$ cat config.mk
export PLATFORM = sky130hd
export DESIGN_NAME = sram_sprite_loader
export DESIGN_NICKNAME = d
export VERILOG_FILES = /design/src/rtl/sram_sprite_loader.sv
export SDC_FILE = /design/constraint.sdc
export NUM_CORES = 1
export LEC_CHECK = 0
export ABC_AREA = 1
export CAP_MARGIN = 20
export CORE_ASPECT_RATIO = 2
export CORE_MARGIN = 2
export CORE_UTILIZATION = 44
export DETAILED_ROUTE_END_ITERATION = 10
export DONT_BUFFER_PORTS = 1
export PLACE_DENSITY = 0.64
export SLEW_MARGIN = 20
export SYNTH_ARGS = -nofsm -noshare
export SYNTH_HDL_FRONTEND = slang
export SYNTH_SLANG_ARGS = --single-unit
$ cat constraint.sdc
create_clock -name i_clk -period 3.5 [get_ports i_clk]
set_input_delay 0.875 -clock i_clk [delete_from_list [all_inputs] [get_ports i_clk]]
set_output_delay 0.875 -clock i_clk [all_outputs]
set_load 0.01 [all_outputs]
$ cat src/rtl/sram_sprite_loader.sv
// Sprite loader: packs a byte stream into 16-bit words (low byte first) and writes them to an
// asynchronous SRAM. Each write has a one-cycle address/data setup, a WE_CYCLES-long strobe
// and a one-cycle hold.
module sram_sprite_loader #(
  parameter int unsigned ADDR_WIDTH = 20,
  parameter int unsigned DATA_WIDTH = 16,  // byte packing assumes exactly two bytes
  parameter int unsigned WE_CYCLES  = 2    // 1..15
) (
  input  logic                  i_clk,
  input  logic                  i_rst_n,
  input  logic                  i_start,
  input  logic                  i_abort,
  input  logic [ADDR_WIDTH-1:0] i_base_addr,
  input  logic [ADDR_WIDTH-1:0] i_word_count,
  input  logic [7:0]            i_byte,
  input  logic                  i_byte_valid,
  output logic                  o_byte_ready,
  output logic [ADDR_WIDTH-1:0] o_sram_addr,
  output logic [DATA_WIDTH-1:0] o_sram_dq,
  output logic                  o_sram_we_n,
  output logic                  o_sram_ce_n,
  output logic                  o_busy,
  output logic                  o_done
);

  typedef enum logic [2:0] {
    StIdle,
    StLo,
    StHi,
    StSetup,
    StWrite,
    StHold,
    StFinish
  } state_e;

  localparam logic [3:0] WeLoad = 4'(WE_CYCLES - 1);

  state_e                state_q, state_d;
  logic [ADDR_WIDTH-1:0] addr_q, addr_d;
  logic [ADDR_WIDTH-1:0] cnt_q, cnt_d;
  logic [DATA_WIDTH-1:0] dq_q, dq_d;
  logic [3:0]            we_cnt_q, we_cnt_d;

  logic ready_q, we_n_q, ce_n_q, busy_q, done_q;

  // Next-state, address/count and data packing.
  always_comb begin
    state_d  = state_q;
    addr_d   = addr_q;
    cnt_d    = cnt_q;
    dq_d     = dq_q;
    we_cnt_d = we_cnt_q;

    if (state_q != StIdle && i_abort) begin
      // Abort wins over everything outside IDLE; any half-assembled word is dropped.
      state_d  = StIdle;
      we_cnt_d = '0;
    end else begin
      unique case (state_q)
        StIdle: begin
          if (i_start) begin
            addr_d  = i_base_addr;
            cnt_d   = i_word_count;
            state_d = (i_word_count == '0) ? StFinish : StLo;
          end
        end
        StLo: begin
          if (i_byte_valid) begin
            dq_d[7:0] = i_byte;
            state_d   = StHi;
          end
        end
        StHi: begin
          if (i_byte_valid) begin
            dq_d[15:8] = i_byte;
            state_d    = StSetup;
          end
        end
        StSetup: begin
          we_cnt_d = WeLoad;
          state_d  = StWrite;
        end
        StWrite: begin
          if (we_cnt_q == '0) begin
            state_d = StHold;
          end else begin
            we_cnt_d = we_cnt_q - 4'd1;
          end
        end
        StHold: begin
          cnt_d   = cnt_q - ADDR_WIDTH'(1);
          addr_d  = addr_q + ADDR_WIDTH'(1);  // wraps naturally at 2^ADDR_WIDTH
          state_d = (cnt_q == ADDR_WIDTH'(1)) ? StFinish : StLo;
        end
        StFinish: begin
          state_d = StIdle;
        end
        default: begin
          state_d = StIdle;
        end
      endcase
    end
  end

  // State, datapath and counter registers.
  always_ff @(posedge i_clk or negedge i_rst_n) begin
    if (!i_rst_n) begin
      state_q  <= StIdle;
      addr_q   <= '0;
      cnt_q    <= '0;
      dq_q     <= '0;
      we_cnt_q <= '0;
    end else begin
      state_q  <= state_d;
      addr_q   <= addr_d;
      cnt_q    <= cnt_d;
      dq_q     <= dq_d;
      we_cnt_q <= we_cnt_d;
    end
  end

  // Control outputs registered from the next state so they line up with state_q.
  always_ff @(posedge i_clk or negedge i_rst_n) begin
    if (!i_rst_n) begin
      ready_q <= 1'b0;
      we_n_q  <= 1'b1;
      ce_n_q  <= 1'b1;
      busy_q  <= 1'b0;
      done_q  <= 1'b0;
    end else begin
      ready_q <= (state_d == StLo) || (state_d == StHi);
      we_n_q  <= (state_d != StWrite);
      ce_n_q  <= !((state_d == StSetup) || (state_d == StWrite) || (state_d == StHold));
      busy_q  <= (state_d != StIdle);
      done_q  <= (state_d == StFinish);
    end
  end

  assign o_byte_ready = ready_q;
  assign o_sram_addr  = addr_q;
  assign o_sram_dq    = dq_q;
  assign o_sram_we_n  = we_n_q;
  assign o_sram_ce_n  = ce_n_q;
  assign o_busy       = busy_q;
  assign o_done       = done_q;

endmodule

After elaboration in Yosys (flattened, before gate mapping)
Cells that the tools add are included.
{ "totals": {"ff_bits": 68, "in_bits": 53, "output_inout_bits": 41, "elab_cells": 61} }
{ "classes": {"add_sub_neg": 3, "n_eq_ne": 15, "mux": 15, "bitwise": 1, "reduce_logical": 16} }
{ "op_table": {"columns": ["operator", "count"], "rows": [
  ["$pmux W20 S2", 2],
  ["$mux W20", 2],
  ["$mux W3", 7],
  ["$add A20 B1 Y20 const B", 1],
  ["$eq A20 B1 Y1 const B", 1],
  ["$logic_not A20 Y1", 1],
  ["$sub A20 B1 Y20 const B", 1],
  ["$pmux W3 S6", 1],
  ["$eq A3 B3 Y1 const B", 5],
  ["$eq A3 B2 Y1 const B", 4],
  ["$reduce_and A3 Y1", 3],
  ["$reduce_bool A3 Y1", 3],
  ["$mux W4", 2],
  ["$pmux W4 S2", 1],
  ["$eq A3 B1 Y1 const B", 2],
  ["$ne A3 B3 Y1 const B", 2],
  ["$logic_not A4 Y1", 1],
  ["$sub A4 B1 Y4 const B", 1],
  ["$logic_not A3 Y1", 1],
  ["$logic_or A1 B1 Y1", 3],
  ["$ne A2 B2 Y1 const B", 1],
  ["$reduce_and A2 Y1", 1],
  ["$reduce_bool A2 Y1", 1],
  ["$logic_and A1 B1 Y1", 1],
  ["2 further kinds", 2]
]} }

Logic depth before layout (Yosys ltp)
{ "depth": {"word_depth": 9, "mapped_depth": 11, "depth_no_buf": 11} }

Worst setup path after synthesis
Ideal clock, no wire load.
{ "synth_path": {"path_kind": "input to register", "from": "input i_byte_valid", "to": "register dq_q[5] (netlist: o_sram_dq[5])", "setup_ps": 126, "arrival_time_ps": 1611, "required_ps": 3374, "path_slack_ps": 1764, "stages": 6, "path_buffers": 1, "cell_sequence": "inv_1 > nor4_1 > nand2_1 > buf_2 > nand2_1 > o21ai_0"} }
{ "synth_via": {"elab_chain_cells": 1} }
{ "synth_lines": {"columns": ["item", "line_no", "text"], "rows": [
  ["from (decl)", "16", "input logic i_byte_valid,"],
  ["$reduce_and A3 Y1 (no source line)", null, null],
  ["to (signal assigned)", "117", "dq_q <= dq_d;"],
  ["to (decl)", "41", "logic [DATA_WIDTH-1:0] dq_q, dq_d;"]
]} }
Every way passes these cells.
A chain may end at the register's enable or synchronous reset.

Worst setup path after layout
{ "layout_path": {"from": "register state_q[1]", "to": "register addr_q[18] (netlist: o_sram_addr[18])"} }
{ "layout_via": {"elab_chain_cells": 4, "elab_cells_between_ends": 9, "classes_between": "2 x eq/ne; 1 x mux; 1 x bitwise; 5 x reduce/logical"} }
{ "layout_lines": {"columns": ["item", "line_no", "text"], "rows": [
  ["from (decl)", "38", "state_e state_q, state_d;"],
  ["from (signal assigned)", "108", "state_q <= StIdle;"],
  ["from (signal assigned)", "114", "state_q <= state_d;"],
  ["branches (longest 4 deep; another with $eq A3 B3 Y1)", null, null],
  ["to (signal assigned)", "115", "addr_q <= addr_d;"],
  ["to (decl)", "39", "logic [ADDR_WIDTH-1:0] addr_q, addr_d;"]
]} }
Parallel ways; which one is timed is not known.

==> flow_summary.ini <==
[status]
status = completed

[logic_synthesis]
ys_ff_latch = 68
syn_inst = 579
ys_dominant_reg_cell = dfrtp_1
yosysWarnings = 0
async_reset_ff_frac = 1.000
synth_area_sq_um = 4049
yosysSeqAreaShare = 0.4209
synth_common_cells = nand2_1, nor2_1, dfrtp_1, o21ai_0, inv_1
synth.area.top_cells = dfrtp_1, nand2_1, nor2_1
yosysMostFrequentCell = nand2_1
ys_types = 34
yosysTopAreaCell = dfrtp_1
synth.avg_cell_area_sq_um = 6.993
yosysTopAreaCellShare = 0.4079
syn_nets = 636
synth_edf_count = 0

[worst_setup_path]
slowest_stage = o22ai_4
crit_path_start_kind = flip-flop
max_stage_delay_ns = 0.48
path_common_cell = buf_4
path_cells = inv_1 -> nand3_1 -> buf_4 -> o22ai_4 -> buf_4 -> o21ai_0 -> o21bai_1 -> nand2_1
crit_required_ns = 3.78
critPathKind = reg2reg
crit_arrival_ns = 2.51
cp_max_fo = 38
path_delay_family = buffers and inverters
setup.worst_path.end_class = flip-flop
critPathBufInv = 3

[die]
start_util = 0.4523
die_area_sq_um = 10030
rows = 49
die_w_um = 71.83
coreArea_sq_um = 8951
dieHeight_um = 139.7
io_pins = 94

[cts]
clkSlewWorstSetupHoldPaths_ns = 0.06
cts_buffers = 9
htree_levels = 3
ctsHoldBuffers = 0
postCtsSetupBuffers = 0
clock-sinks = 68
root_buffer = clkbuf_16
clk_latency_ns = 0.34
cts_tree = yes
post_cts_resized = 0
clockBufferDepth = 2

[power]
p_int_mw = 2.221
comb_power_share = 0.350
ir_worst_vdd_uv = 474.3
power_density_nw_per_um2 = 900.2
leakagePower_nw = 2.099
p_sw_mw = 1.763
p_seq_frac = 0.419
p_sw_frac = 0.4426
clock_power_share = 0.231

[finish]
area_delta_synth_final_pct = 9.302
nets = 632
antenna_cells = 0
finalNonFillerCells = 681
finish.utilization = 0.4944
n_fill_cell = 875
drive_above_1_share = 0.05527

[detailed_routing]
drtAntennaViolNets = 0
route.detailed.drc = 0
wl_um = 11340
num_vias = 3823
drtIter0Drc = 198
viasPerCell = 5.614
avgRoutedWirePerCell_um = 16.64
dr.pass1.iters = 4

[grt]
antenna_found_initial = 0
overflow = 0
grt_pass1_vias = 3808
grt_start_max_net_pins = 69
track_usage = 0.2350
grt_pass1_wl_um = 18190

[timing]
finalSetupViolCount = 0
worst_slew_pin_slew_ns = 0.6110
final_max_slew_viol_count = 0
relSlewSlack = 0.5921
period_share = 0.6383
finalHoldViolCount = 0
fin_worst_skew_ns = 0.008785
fin_crit_ns = 2.234
fmax_mhz = 447.6
rsz0062_at_grt = false
finalSetupTns_ns = 0

[placement]
dp_cells = 666
hpwl_um = 8404
port_buffers = 0
routabilityCongestion = 0.9195

[job]
drv_cap = 0

[worst_hold_path]
hold_class = in2async
per-stage QoR:
stage	setup WS (ns)	instance area, sq um	hold WS, ns	total power, mW
3_3_place_gp	1.233	4124	0.5204	3.011
2_1_floorplan	1.764	4049	0.4908	2.678
3_5_place_dp	1.170	4124	0.5284	3.073
4_1_cts	1.239	4425	0.2185	4.013
5_1_grt	0.9872	4425	0.2162	4.317
6_report	1.266	4425	0.2274	3.984
registers in the layout (all words and copies together) (netlist names), 3 cells and up:
signal / cells
cnt_q: 20
o_sram_addr: 20
o_sram_dq: 16
we_cnt_q: 4
state_q: 3
power groups by stage:
stage | clock network, mW | registers, mW | logic, mW
floorplan | 0 | 1.55 | 1.12
CTS | 0.943 | 1.67 | 1.40
detailed placement | 0 | 1.67 | 1.40
finish | 0.920 | 1.67 | 1.40
global placement | 0 | 1.67 | 1.34
global route | 0.978 | 1.72 | 1.62
logic make-up after synthesis:
| logic type | count (synthesis) | synth area share |
|---|---|---|
| simple gates | 305 | 0.3155 |
| fa+ha+maj | 4 | 0.01236 |
| compound gates | 107 | 0.1422 |
| xor+xnor | 12 | 0.02596 |
| buf+inv | 82 | 0.08065 |
| flops | 68 | 0.4209 |
| mux | 1 | 0.002472 |
metal layers:
metal	vias to the layer above	global-route usage	part of all wire
li1	1873	-	-
met1	1781	0.2313	0.35
met2	133	0.4264	0.54
met3	36	0.06300	0.060
met4	0	0.1331	0.047
met5	-	0	0
final timing paths:
check | start | to | slack, ns | cells after the start
max reg2reg | state_q[1] | o_sram_addr[18] | 1.27 | 8
min | i_rst_n | o_sram_addr[0] | 0.23 | 0
max | state_q[1] | o_sram_addr[18] | 1.27 | 8
min reg2reg | cnt_q[6] | cnt_q[6] | 0.54 | 2
max in group asynchronous | i_rst_n | o_sram_ce_n | 3.06 | 0
min in group i_clk | cnt_q[6] | cnt_q[6] | 0.54 | 2
cell type report:
cell class                 count  area (sq um)  area share
multi-input combinational    429          2026      0.4577
sequential                    68          1704      0.3851
clock buffer                  11         252.7     0.05711
inverter                      63         236.5     0.05344
tap                          102         127.6     0.02884
clock inverter                 4         48.80     0.01103
timing repair buffer           4         30.03    0.006785
layout by cell type (no fill, tap or decap), types with 10 or more instances in the layout:
| master | count |
|---|---|
| nor2_1 | 86 |
| dfrtp_1 | 66 |
| a21oi_1 | 21 |
| nand2_1 | 148 |
| nand4_1 | 14 |
| nand3_1 | 33 |
| xor2_1 | 10 |
| inv_1 | 61 |
| o21ai_0 | 62 |
| o22ai_1 | 10 |
| nor3_1 | 11 |
Note: power is estimated with default switching activity, not from simulation.
==> RTL edit 1, RTL diff (same flow settings) <==
The 7 states of `state_e` get a one-hot encoding in 7 bits.
--- a/src/rtl/sram_sprite_loader.sv
+++ b/src/rtl/sram_sprite_loader.sv
@@ -24,12 +24,12 @@
 );
 
-  typedef enum logic [2:0] {
-    StIdle,
-    StLo,
-    StHi,
-    StSetup,
-    StWrite,
-    StHold,
-    StFinish
+  typedef enum logic [6:0] {
+    StIdle   = 7'b0000001,
+    StLo     = 7'b0000010,
+    StHi     = 7'b0000100,
+    StSetup  = 7'b0001000,
+    StWrite  = 7'b0010000,
+    StHold   = 7'b0100000,
+    StFinish = 7'b1000000
   } state_e;
 
Function: no difference found for any inputs over 10 cycles, from zero or initial values and one cycle with i_rst_n low; not proved beyond that.
==> RTL edit 1 against the original RTL <==
- non-clock buffer count decreased by 2
- wire length increased by 8.2%
- worst setup slack improved by 100 ps
- sequential cell count increased by 4
- final area increased by 11%
- total power increased by 0.99%
- synthesized area increased by 13%
- synthesized cell count increased by 14%
- global-route usage decreased by 0.68 points
- die area increased by 12%
- critical path type unchanged
- largest cell class unchanged
- highest routed layer unchanged
==> RTL edit 1: results (changes against the original RTL) <==
status=complete, no violations; met3 wire length=667 µm (-1.9%); Critical Path Max Stage Delay=420 ps (-60 ps); global-route met3 utilization=5.40% (-0.90 points); post-synthesis adder-cell area fraction=1.10% (-0.14 points); Area contributors post-synth=dfrtp_1 38%, nand2_1 19%, nor2_1 8.2%, nand3_1 4.9%, inv_1 4.1%; Pleak=0.00235 µW (+12%); share of layout cells above drive strength 1=9.70% (+4.2 points); global-route wire length before repair=20200 µm (+11%); Starting DRT DRC Count=229 (+16%); CP delay by family, top=simple AND/OR/NAND/NOR gates; GRT Total Usage=22.8% (-0.68 points); fraction of synthesized area in multiplexers=0% (-0.25 points); Worst Tran Pin Value=842 ps (+231 ps); dpl cells=779 (+17%); Place WS=1340 ps (+171 ps); M1 WL=4180 µm (+5.3%); register area share after synthesis=39.5% (-2.6 points); clk_skew=6.09 ps (-2.70 ps); Placed Area=0.00463 mm² (+12%); WP data arrival=2350 ps (-160 ps); crit path max fanout=44 (+16%); WL met2=6630 µm (+7.8%); Peak VDD IR=0.374 mV (-21%); Vias=4141 (+8.3%); largest net degree at the start of global routing=73 (+5.8%)
RTL edit 1: path summary, 6_finish.rpt:
path                       startpoint             end  slack [ps]  cells after the start
setup / recovery           state_q[4]        cnt_q[8]        1370                      8
hold / removal                i_rst_n  o_sram_addr[4]         230                      0
setup reg to reg           state_q[4]        cnt_q[8]        1370                      8
hold reg to reg              cnt_q[1]        cnt_q[1]         520                      2
max in group asynchronous     i_rst_n      state_q[0]        3060                      0
min in group i_clk           cnt_q[1]        cnt_q[1]         520                      2
RTL edit 1: report_power, final:
part | switching (µW) | internal (µW) | total, µW
registers | 463 | 1150 | 1610
logic | 994 | 489 | 1480
clock network | 340 | 589 | 928
total | 1800 | 2230 | 4020
RTL edit 1: cell type report:
cell class,count,area (µm²)
fillers,1044,5220
multi-input cells,516,2440
flip-flops and latches,72,1810
clock buffers,13,260
inverters,54,208
well taps,135,169
clock inverters,3,40.0
repair buffers,2,15.0
==> RTL edit 2, RTL diff (config.mk and constraints unchanged) <==
Made on the original files. Change the parameter `ADDR_WIDTH` from 20 to 40.
--- a/src/rtl/sram_sprite_loader.sv
+++ b/src/rtl/sram_sprite_loader.sv
@@ -3,5 +3,5 @@
 // and a one-cycle hold.
 module sram_sprite_loader #(
-  parameter int unsigned ADDR_WIDTH = 20,
+  parameter int unsigned ADDR_WIDTH = 40,
   parameter int unsigned DATA_WIDTH = 16,  // byte packing assumes exactly two bytes
   parameter int unsigned WE_CYCLES  = 2    // 1..15
Ports: changed (resized i_base_addr, i_word_count and o_sram_addr); port bits go from 94 to 154. No check against the original RTL was run, so the function may have changed too.
==> RTL edit 2 against the original RTL <==
- via count increased by 88%
- worst setup slack got worse by 84 ps
- combinational power increased by 84%
- synthesized cell count increased by 92%
- non-clock buffer count increased by 3
- synthesized area increased by 83%
- final area increased by 78%
- sequential cell count increased by 40
- total power increased by 61%
- wire length increased by 90%
==> RTL edit 2: results (changes against the original RTL) <==
Layout Nets=1188 (+88%); Clock Latency Late Sink=370 ps (+30 ps); routed length per instance=16.5 µm (-0.84%); drt pass-1 iters=5 (+1); r2r setup slk=1180 ps (-80 ps); Max transition margin=48.6% (-11 points); Starting DRT DRC Count=454 (+130%); RePlAce Congestion=0.901 (-2.0%); number of global-route vias before repair=6894 (+81%); clk_skew=14.1 ps (+5.27 ps); share of layout cells above drive strength 1=6.39% (+0.86 points); Area contributors post-synth=dfrtp_1 36%, nand2_1 15%, nor2_1 8.8%, o21ai_0 5.6%, inv_1 5.4%; routed vias/inst=5.52 (-1.6%); Final Non-Filler Cells=1303 (+91%); Unique masters post-synth=42 (+24%); status=complete, no violations; largest net degree at the start of global routing=109 (+58%); Peak VDD IR=0.853 mV (+80%); register area share after synthesis=36.6% (-5.5 points); R2R depth=10 (+2); Post-DP HPWL=15900 µm (+89%); global-route wire length before repair=35000 µm (+93%); Synth Instances=1111 (+92%); Placed Area=0.00757 mm² (+84%); GRT Total Usage=24.8% (+1.2 points); hold slack final=198 ps (-29.1 ps)
## RTL edit 2: cell families after synthesis
group / Yosys count / synth area share (%)
flip-flops: 108 / 36.6
AO/OA/AOI/OAI: 185 / 14.0
buffers and inverters: 152 / 8.15
AND/OR/NAND/NOR: 635 / 37.5
XOR/XNOR: 27 / 3.20
adder cells (fa/ha/maj): 4 / 0.676
## RTL edit 2: layout make-up
type | instances | area, µm² | area share, %
clock inverter | 6 | 63.8 | 0.811
clock buffer | 10 | 229 | 2.91
inverter | 114 | 432 | 5.49
multi-input combinational | 851 | 4100 | 52.1
timing repair buffer | 7 | 77.6 | 0.986
tap | 207 | 259 | 3.29
sequential | 108 | 2710 | 34.4
## RTL edit 2: through the flow
step | util, % | worst slack, ps | total power (µW)
finish | 47.4 | 1180 | 6400
global placement | 45.6 | 1100 | 5260
global route | 47.4 | 965 | 6970
floorplan | - | 1690 | 4610
CTS | 47.4 | 1170 | 6420
detailed placement | 45.6 | 1110 | 5340
## RTL edit 2: final timing paths
path | startpoint | end
hold reg to reg | cnt_q[37] | cnt_q[37]
hold / removal | i_rst_n | cnt_q[25]
setup / recovery | state_q[1] | cnt_q[12]
max in group asynchronous | i_rst_n | o_sram_ce_n
min in group i_clk | cnt_q[37] | cnt_q[37]
setup reg to reg | state_q[1] | cnt_q[12]
## RTL edit 2: worst max-delay path: stages (launching register included)
cell and delay (ps):
dfrtp_1 420, inv_2 100, nand3_2 80, clkinv_2 270, buf_4 400, buf_4 480
nand2_1 90, o22ai_1 130, nand2_1 60, o21ai_0 70, inv_1 60
## RTL edit 2: power by group through the flow
stage	Clock (µW)	Combinational [µW]	Sequential [µW]
6_report	1060	2580	2760
3_3_place_gp	0	2500	2760
4_1_cts	1080	2580	2760
2_1_floorplan	0	2090	2520
5_1_grt	1130	2980	2870
3_5_place_dp	0	2560	2780
## RTL edit 2: routing by layer
layer | vias to the layer above | track usage (%) | share of wire (%)
li1 | 3565 | - | -
met1 | 3319 | 33.7 | 42
met2 | 278 | 37.8 | 46
met3 | 35 | 6.69 | 9.4
met4 | 0 | 8.24 | 2.3
met5 | - | 0 | 0
